$ cat src/rtl/ext_bus_arbiter.sv
// rtl/ext_bus_arbiter.sv - registered round-robin arbiter for the icache/dcache external memory bus
// Grants are locked for a whole transaction and released through one idle RELEASE cycle.
module ext_bus_arbiter #(
  parameter int ADDR_W  = 32,
  parameter int LINE_W  = 512,
  parameter int TIMEOUT = 64,
  parameter int CNT_W   = 16
) (
  input  logic              clk,
  input  logic              rst,
  input  logic              i_addr_valid,
  input  logic [ADDR_W-1:0] i_addr,
  output logic              i_data_ready,
  output logic              i_err,
  input  logic              d_addr_valid,
  input  logic [ADDR_W-1:0] d_addr,
  input  logic              d_write_data_valid,
  input  logic [LINE_W-1:0] d_write_data,
  output logic              d_data_ready,
  output logic              d_err,
  output logic              mem_addr_valid,
  output logic [ADDR_W-1:0] mem_addr,
  output logic              mem_write_data_valid,
  output logic [LINE_W-1:0] mem_write_data,
  input  logic              mem_data_ready,
  input  logic [LINE_W-1:0] mem_read_data
);

  typedef enum logic [1:0] {IDLE, GRANT_I, GRANT_D, RELEASE} state_t;

  localparam bit              TO_EN = (TIMEOUT > 0);
  localparam logic [CNT_W-1:0] LIMIT = TO_EN ? CNT_W'(TIMEOUT - 1) : '0;

  state_t           state;
  logic             last_d;
  logic [CNT_W-1:0] count;
  logic             granted;
  logic             timed_out;

  assign granted   = (state == GRANT_I) || (state == GRANT_D);
  // Completion beats a coincident timeout, hence the mem_data_ready term.
  assign timed_out = TO_EN && granted && (count == LIMIT) && !mem_data_ready;

  always_ff @(posedge clk or posedge rst) begin
    if (rst) begin
      state  <= IDLE;
      last_d <= 1'b1;
      count  <= '0;
    end else begin
      case (state)
        IDLE: begin
          count <= '0;
          if (i_addr_valid && (!d_addr_valid || last_d)) begin
            state  <= GRANT_I;
            last_d <= 1'b0;
          end else if (d_addr_valid) begin
            state  <= GRANT_D;
            last_d <= 1'b1;
          end
        end
        GRANT_I, GRANT_D: begin
          if (mem_data_ready || timed_out) begin
            state <= RELEASE;
            count <= '0;
          end else if (TO_EN && (count != LIMIT)) begin
            count <= count + CNT_W'(1);
          end
        end
        default: begin
          state <= IDLE;
          count <= '0;
        end
      endcase
    end
  end

  assign mem_addr_valid       = granted;
  assign mem_addr             = (state == GRANT_I) ? i_addr :
                                (state == GRANT_D) ? d_addr : '0;
  assign mem_write_data_valid = (state == GRANT_D) && d_write_data_valid;
  assign mem_write_data       = (state == GRANT_D) ? d_write_data : '0;

  assign i_data_ready = (state == GRANT_I) && mem_data_ready;
  assign d_data_ready = (state == GRANT_D) && mem_data_ready;
  assign i_err        = (state == GRANT_I) && timed_out;
  assign d_err        = (state == GRANT_D) && timed_out;

  // Read data goes to both caches outside this block; it is not routed here.
  logic unused_read_data;
  assign unused_read_data = ^mem_read_data;

endmodule
$ cat config.mk
export PLATFORM = sky130hd
export DESIGN_NAME = ext_bus_arbiter
export DESIGN_NICKNAME = d
export VERILOG_FILES = /design/src/rtl/ext_bus_arbiter.sv
export SDC_FILE = /design/constraint.sdc
export NUM_CORES = 1
export LEC_CHECK = 0
export ABC_AREA = 1
export BUFFER_PORTS_ARGS = -buffer_cell sky130_fd_sc_hd__buf_2
export CORE_AREA = 10 10 638 640
export CTS_BUF_LIST = sky130_fd_sc_hd__clkbuf_2 sky130_fd_sc_hd__clkbuf_4 sky130_fd_sc_hd__clkbuf_8
export DETAILED_ROUTE_END_ITERATION = 6
export DIE_AREA = 0 0 648 650
export SYNTH_ARGS = -nofsm -noshare
export SYNTH_HDL_FRONTEND = slang
export SYNTH_SLANG_ARGS = --single-unit
$ cat constraint.sdc
create_clock -name clk -period 2.1 [get_ports clk]
set_input_delay 0.42 -clock clk [delete_from_list [all_inputs] [get_ports clk]]
set_output_delay 0.42 -clock clk [all_outputs]
set_load 0.03 [all_outputs]
# Word level (Yosys, flattened, before mapping)
# Cells that the tools add are included.
# op_classes
n_addsub	1
n_eq_ne	7
n_mux	12
reduce_logical	18
# op_table
op	count
$mux 512	1
$mux 32	2
$mux 16	3
$add 16x1->16 const B	1
$eq 16x6->1 const B	1
$ne 16x6->1 const B	1
$logic_and 1x1->1	8
$mux 2	3
$ne 3x3->1 const B	2
$pmux 2 s2	1
$reduce_and 2->1	2
$logic_or 1x1->1	3
$eq 2x1->1 const B	1
$eq 2x2->1 const B	1
$logic_not 1->1	2
$logic_not 2->1	1
$mux 1	2
$ne 2x2->1 const B	1
$reduce_bool 2->1	1
$reduce_or 2->1	1
# word_totals
reg_bits	19

# Longest topological paths before layout
# Gate-level depths: netlist (run 1).
# logic_depth
word_depth	7
ltp_mapped	9
ltp_nobuf	9

# Worst setup path before layout (run 1)
# OpenSTA, ideal clock, no wires.
# synth_timing
path_type	register to output
from	register state[0]
to	output d_err
t_arrival_ns	1.661
required_time_ns	1.680
slack_ns	0.019
path_stages_with_launch	7
path_buffers	0
cell_sequence	dfrtp_1 -> inv_1 -> ha_1 -> nand3_1 -> nor2_1 -> nand4_1 -> nor2_1
# synth_via
elab_chain_cells	5
word_cells_on_any_way	6
classes_between	2 x eq/ne; 4 x reduce/logical
# synth_rtl
element	line	rtl
start, declared	34	state_t state;
start signal, assigned	46	state <= IDLE;
start signal, assigned	54	state <= GRANT_I;
start signal, assigned	57	state <= GRANT_D;
$eq 2x1->1 / $eq 2x2->1 (equally long branches)	40	assign granted = (state == GRANT_I) || (state == GRANT_D);
$logic_or 1x1->1 *	40	
named net mem_addr_valid	21	output logic mem_addr_valid,
$logic_and 1x1->1 * (2 in a row)	42	assign timed_out = TO_EN && granted && (count == LIMIT) && !mem_data_ready;
$logic_and 1x1->1 *	86	assign d_err = (state == GRANT_D) && timed_out;
end, declared	20	output logic d_err,
# Mark *: on every way through the listed nets, which the timed path passes. The rest lies on a longest branch.

# Worst setup path in the final report (run 1)
# layout_timing
from	register state[0]
to	output mem_write_data[299]
# layout_via
elab_chain_cells	2
# layout_rtl
element	line	rtl
$eq 2x2->1	81	assign mem_write_data = (state == GRANT_D) ? d_write_data : '0;
$mux 512	81	
end, declared	24	output logic [LINE_W-1:0] mem_write_data,
# No other way between the ends.

==> results.cfg, run 1 <==
[setup_path]
crit_family = buffers and inverters
crit_arrival_ns = 1.95
end_kind = output port
worstPathMaxFanout = 10
worstSetupPathType = register to output port
cp_slowest_cell = dfrtp_1
crit_chain = inv_2, ha_4, buf_12, buf_4, clkbuf_16, buf_4, nand2_1, inv_2, buf_6
cpPeakStageDelay_ns = 0.39
critPathLaunchType = register
cp.required_ns = 1.68
critPathBufInv = 7

[floorplanning]
design.portCount = 1644
start_util_pct = 1.46
die_y_um = 650
die_area_um2 = 421000
die_w_um = 648
std_cell_rows = 231
design.core.area_um2 = 394000

[power]
p_leak_nw = 13.3
cellPowerDensity_nw_per_um2 = 1370
peakVddDrop_uv = 538

[synth]
synth_edf_count = 0
syn_avg_cell_area_um2 = 4.28
async_flop_share_pct = 100
synth.largest_area_cell = nand2_1
synth_area_um2 = 5760
synth_area_leaders = nand2_1, inv_1, dfrtp_1, buf_2, nand3_1
ys_seq_elements = 19
ys_types = 23
yosysMostFrequentCell = nand2_1
syn_inst = 1348
ys_top_cells_by_count = nand2_1, inv_1, buf_2
synth-main-ff-cell = dfrtp_1
ys_seq_area_share_pct = 8.27
synth_fp_nets = 2447
synth_top_area_share_pct = 40.0
yosys_warnings = 0

[clock_tree]
h-tree-depth = 1
clkLatencyLatePin_ns = 0.26
postCtsHoldBufs = 0
cts_num_sinks = 19
cts-root-buf = clkbuf_8
cts.path.max_buffers = 2
cts_tree = done
cts_buffers = 3
cts.clk_slew.worst_paths_ns = 0.08

[global_route]
globalRoute.totalOverflow = 0
grtUsageTotal_pct = 12.0
antenna_found_initial = 385
grt_max_degree = 29
first_global_vias = 13400
grt_pass1_wl_mm = 292

[route]
drtIter0Drc = 736
wirelength_mm = 264
route.detailed.drc = 0
wl_per_cell_um = 33.8
ant_nets = 0
via_per_inst = 1.81
vias = 14100
first_pass_iters = 5

[timing]
rsz0062_at_grt = true
timing.final.crit_share_pct = 113
max_freq_mhz = 422
setup_viol = 539
hold_viol = 0
worst_slew_pin_slew_ns = 0.344
setup_ws_ns = -0.268
report.final.slew_viol_count = 0
slew_headroom_pct = 77.2
final.min_clock_period_ns = 2.37
fin_skew_ns = 0.00121

[layout]
drive_above_1_share_pct = 57.8
syn2layout_area_growth_pct = 349
finish.utilization_pct = 6.57
num-nets-final = 3635

[worst_hold_path]
worstHoldPathType = input port to async pin

[flow_run]
maxCapViolations = 0

[placement]
portBuffers = 1131
place_congestion = 0.900
dpl.hpwl_mm = 254
pre_cts_slack_ns = -0.349

[run_status]
violations = negative setup slack
status = finished with violations
routing by layer:
metal,GRT usage [%],share of wire [%],wire length [µm]
met5,0,0.15,400
met4,1.06,2.4,6300
met3,7.95,15,39300
met2,19.9,45,118000
met1,13.1,38,99900
through the flow:
| step | total power [mW] | TNS, ns | instance area, µm² | instances | hold WS [ns] |
|---|---|---|---|---|---|
| finish | 35.4 | -88.15 | 25900 | 7813 | 0.191 |
| global route | 37.7 | -146.23 | 25800 | 7783 | 0.207 |
| CTS | 35.7 | -119.01 | 25400 | 7768 | 0.194 |
| detailed placement | 32.6 | -27.03 | 24200 | 7725 | 0.470 |
| global placement | 32.7 | -24.69 | 24200 | 7725 | 0.478 |
| floorplan | 10.9 | 0 | 5760 | 1348 | 0.370 |
worst register-to-register path: cells and delay by family (launching register included):
| family | cells | cell delay (ns) |
|---|---|---|
| and+or+nand+nor | 6 | 0.61 |
| buffers and inverters | 2 | 0.30 |
| DFF | 1 | 0.41 |
| adders and majority gates | 1 | 0.25 |
where the power goes:
| group | total, mW | switching, mW | internal, mW |
|---|---|---|---|
| clock network | 0.281 | 0.133 | 0.148 |
| logic | 34.6 | 21.4 | 13.3 |
| registers | 0.460 | 0.0380 | 0.422 |
| total | 35.4 | 21.6 | 13.8 |
area by class of cell:
cell class	count	area, µm²
clock buffer	4	48.8
inverter	537	2040
timing repair buffer	1253	13500
tap	5242	6560
sequential	19	478
fill	46800	368000
antenna	36	90.1
multi-input combinational	722	3200
registers in the layout, summed over array words and instances, names as in the netlist:
| register | flops |
|---|---|
| last_d | 1 |
| state | 2 |
| count | 16 |
worst paths after layout:
kind / cells after the start / end / slack (ns) / from
worst max-delay path: 9 / mem_write_data[299] / -0.27 / state[0]$_DFFE_PP0P_
worst min-delay path: 3 / count[13]$_DFFE_PP0P_ / 0.19 / rst
worst max register to register: 9 / count[13]$_DFFE_PP0P_ / 0.47 / count[0]$_DFFE_PP0P_
worst min register to register: 1 / count[0]$_DFFE_PP0P_ / 0.49 / count[0]$_DFFE_PP0P_
max in group asynchronous: 3 / last_d$_DFFE_PP1P_ / 1.62 / rst
min in group clk: 4 / last_d$_DFFE_PP1P_ / 0.44 / i_addr_valid
cell families (layout without fill, tap and decap cells):
logic type	after synthesis	in the layout	synth area share (%)
compound gates	5	5	0.434
flops	19	19	8.27
buf+inv	607	1794	41.1
xor+xnor	8	8	1.22
fa+ha+maj	5	5	1.09
simple gates	704	704	47.9
other cells	0	36	0
cells in the final DEF, fill, tap and decap left out, types with 3 or more instances in the layout:
cell and count:
nand2_2 22, nand3_2 4, inv_2 141, buf_16 19, clkbuf_16 4, clkbuf_4 15
nor2_1 32, buf_8 4, inv_4 7, buf_4 78, nand2_1 575, buf_6 32
clkbuf_8 3, nand3_1 38, nor2_4 3, buf_2 689, nand3_4 3, inv_1 388
a21oi_1 4, dfrtp_1 17, buf_12 411, nor2_2 3, nor3_1 3, diode_2 36
xor2_1 6, nand2_4 17
what timing repair did:
item / 4_1_cts / 5_1_grt
endpoints found under the hold margin: 0 / 0
pin swaps: 0 / 4
setup endpoints to repair: 546 / 549
buffers inserted: 25 / 7
gates cloned: 15 / 4
resized for setup: 243 / 144
Power figures use the tool's default switching activity.
==> run 2, diff against run 1 <==
- CORE_AREA: 10 10 638 640 -> 10 10 632 634
- DIE_AREA: 0 0 648 650 -> 0 0 642 644
- clock period: 2.1 -> 2.15 ns (I/O delays scaled with it)
==> run 2 against run 1 <==
The run still ends with negative setup slack left. First-iteration DRC count decreased by 13%. Routed wire length increased by 3.3%. Non-clock buffer count up 16. Clock skew rose by 0.0043 ns. Critical path depth is the same. Count of clock-buffer cells in the layout shrank 1. Critical path type unchanged.
==> results.cfg, run 2 (synthesized netlist as in run 1, its figures left out) <==
[run_status]
status = finished with violations
violations = negative setup slack

[power]
cellPowerDensity_nw_per_um2 = 1380
peakVddDrop_uv = 964
p_leak_nw = 14.4
p_total_mw = 40.2

[clock_tree]
cts_tree = done
clkLatencyLatePin_ns = 0.27
h-tree-depth = 1
cts.path.max_buffers = 2
cts.clk_slew.worst_paths_ns = 0.09
cts_num_sinks = 19
cts_buffers = 3
cts-root-buf = clkbuf_8
postCtsHoldBufs = 0

[timing]
slew_headroom_pct = 80.8
report.final.slew_viol_count = 0
worst_slew_pin_slew_ns = 0.289
setup_viol = 526
fin_skew_ns = 0.00548
max_freq_mhz = 417
final.min_clock_period_ns = 2.40
hold_viol = 0
rsz0062_at_grt = true
setup_tns_ns = -84.89
timing.final.crit_share_pct = 112
setup_ws_ns = -0.250

[setup_path]
end_kind = output port
worstPathMaxFanout = 8
cp.required_ns = 1.72
cpPeakStageDelay_ns = 0.40
critPathLaunchType = register
critical_path.most_common_cell = buf_16
crit_arrival_ns = 1.97
worstSetupPathType = register to output port
cp_slowest_cell = dfrtp_1
crit_chain = inv_2, ha_4, buf_16, buf_16, buf_16, clkbuf_16, nand2_2, inv_2, buf_12

[worst_hold_path]
worstHoldPathType = input port to async pin

[layout]
final_cell_mix = buf_2, buf_12, nand2_1
fillCellCount = 45400
final_common_cell = buf_2
num-nets-final = 3651
fin_cells = 7799
reg_top3 = count: 16 flops, state: 2 flops, last_d: 1 flops
drive_above_1_share_pct = 75.5
syn2layout_area_growth_pct = 407
largest_reg_flops = 16
regMostFlops = count

[global_route]
grtUsageTotal_pct = 12.6
grt_max_degree = 30
first_global_vias = 13700
grt_pass1_wl_mm = 303
antenna_found_initial = 379
globalRoute.totalOverflow = 0

[route]
ant_nets = 0
wirelength_mm = 273
drtIter0Drc = 642
route.detailed.drc = 0
via_per_inst = 1.85
vias = 14400
first_pass_iters = 5
wl_per_cell_um = 35.0

[placement]
place_congestion = 0.906
dp_cells = 7677
portBuffers = 1131
dpl.hpwl_mm = 261

[floorplanning]
die_w_um = 642
design.core.area_um2 = 387000
die_y_um = 644
die_area_um2 = 413000
std_cell_rows = 229
start_util_pct = 1.49
design.portCount = 1644

[flow_run]
maxCapViolations = 0
run 2: cell types whose count changed in the layout (fill, tap and decap cells not counted), sizes merged:
cell,before,now
buf,1233,1252
bufbuf,2,1
clkbuf,22,19
clkinv,0,1
diode,36,51
run 2: worst paths after layout:
check,startpoint,endpoint,slack (ns),cells after the start
min reg2reg,count[0]$_DFFE_PP0P_,count[0]$_DFFE_PP0P_,0.48,1
max in group asynchronous,rst,last_d$_DFFE_PP1P_,1.69,3
min in group clk,i_addr_valid,last_d$_DFFE_PP1P_,0.45,4
max reg2reg,count[0]$_DFFE_PP0P_,count[15]$_DFFE_PP0P_,0.51,9
min,rst,count[13]$_DFFE_PP0P_,0.19,3
max,state[0]$_DFFE_PP0P_,mem_write_data[290],-0.25,9
run 2: worst max-delay path, delay by kind of cell (launching register included):
kind,cells,cell delay [ns]
buffers and inverters,7,0.98
DFF,1,0.40
adders and majority gates,1,0.16
and+or+nand+nor,1,0.07
run 2: per-stage QoR:
stage	area, µm²	util (%)	worst slack, ns	hold WS [ns]
final	29200	7.55	-0.250	0.188
after global routing	29100	7.52	-0.331	0.205
after CTS	27000	6.99	-0.272	0.192
after detailed placement	24700	6.37	-0.112	0.472
after global placement	24700	6.37	-0.111	0.476
after floorplan	5760	-	0.0586	0.380
run 2: metal layers:
layer  wire, µm  global-route usage [%]  vias up
met2     123000                    20.9     1331
met1     101000                    13.7     6330
met4       7260                    1.48       78
li1           -                       -     5994
met5        535                       0        -
met3      40800                    8.34      685
run 2: timing repair:
action | in CTS | in global routing
resized for setup | 629 | 690
setup buffers | 32 | 10
pin swaps | 3 | 10
cloned | 21 | 12
endpoints found under the setup margin | 548 | 548
run 2: cell type report:
class / count / area, µm² / area share, %
diodes: 51 / 128 / 0.437
clock buffers: 3 / 41.3 / 0.141
repair buffers: 1269 / 15000 / 51.3
inverters: 537 / 2330 / 7.98
multi-input cells: 722 / 4750 / 16.3
flip-flops and latches: 19 / 478 / 1.64
well taps: 5197 / 6500 / 22.3
clock inverters: 1 / 5.00 / 0.0171
run 2: where the power goes:
group	switching, mW	total, mW	internal (mW)	leakage (nW)
logic	23.7	39.5	15.8	14.1
clock network	0.143	0.272	0.129	0.0258
registers	0.0334	0.446	0.412	0.256
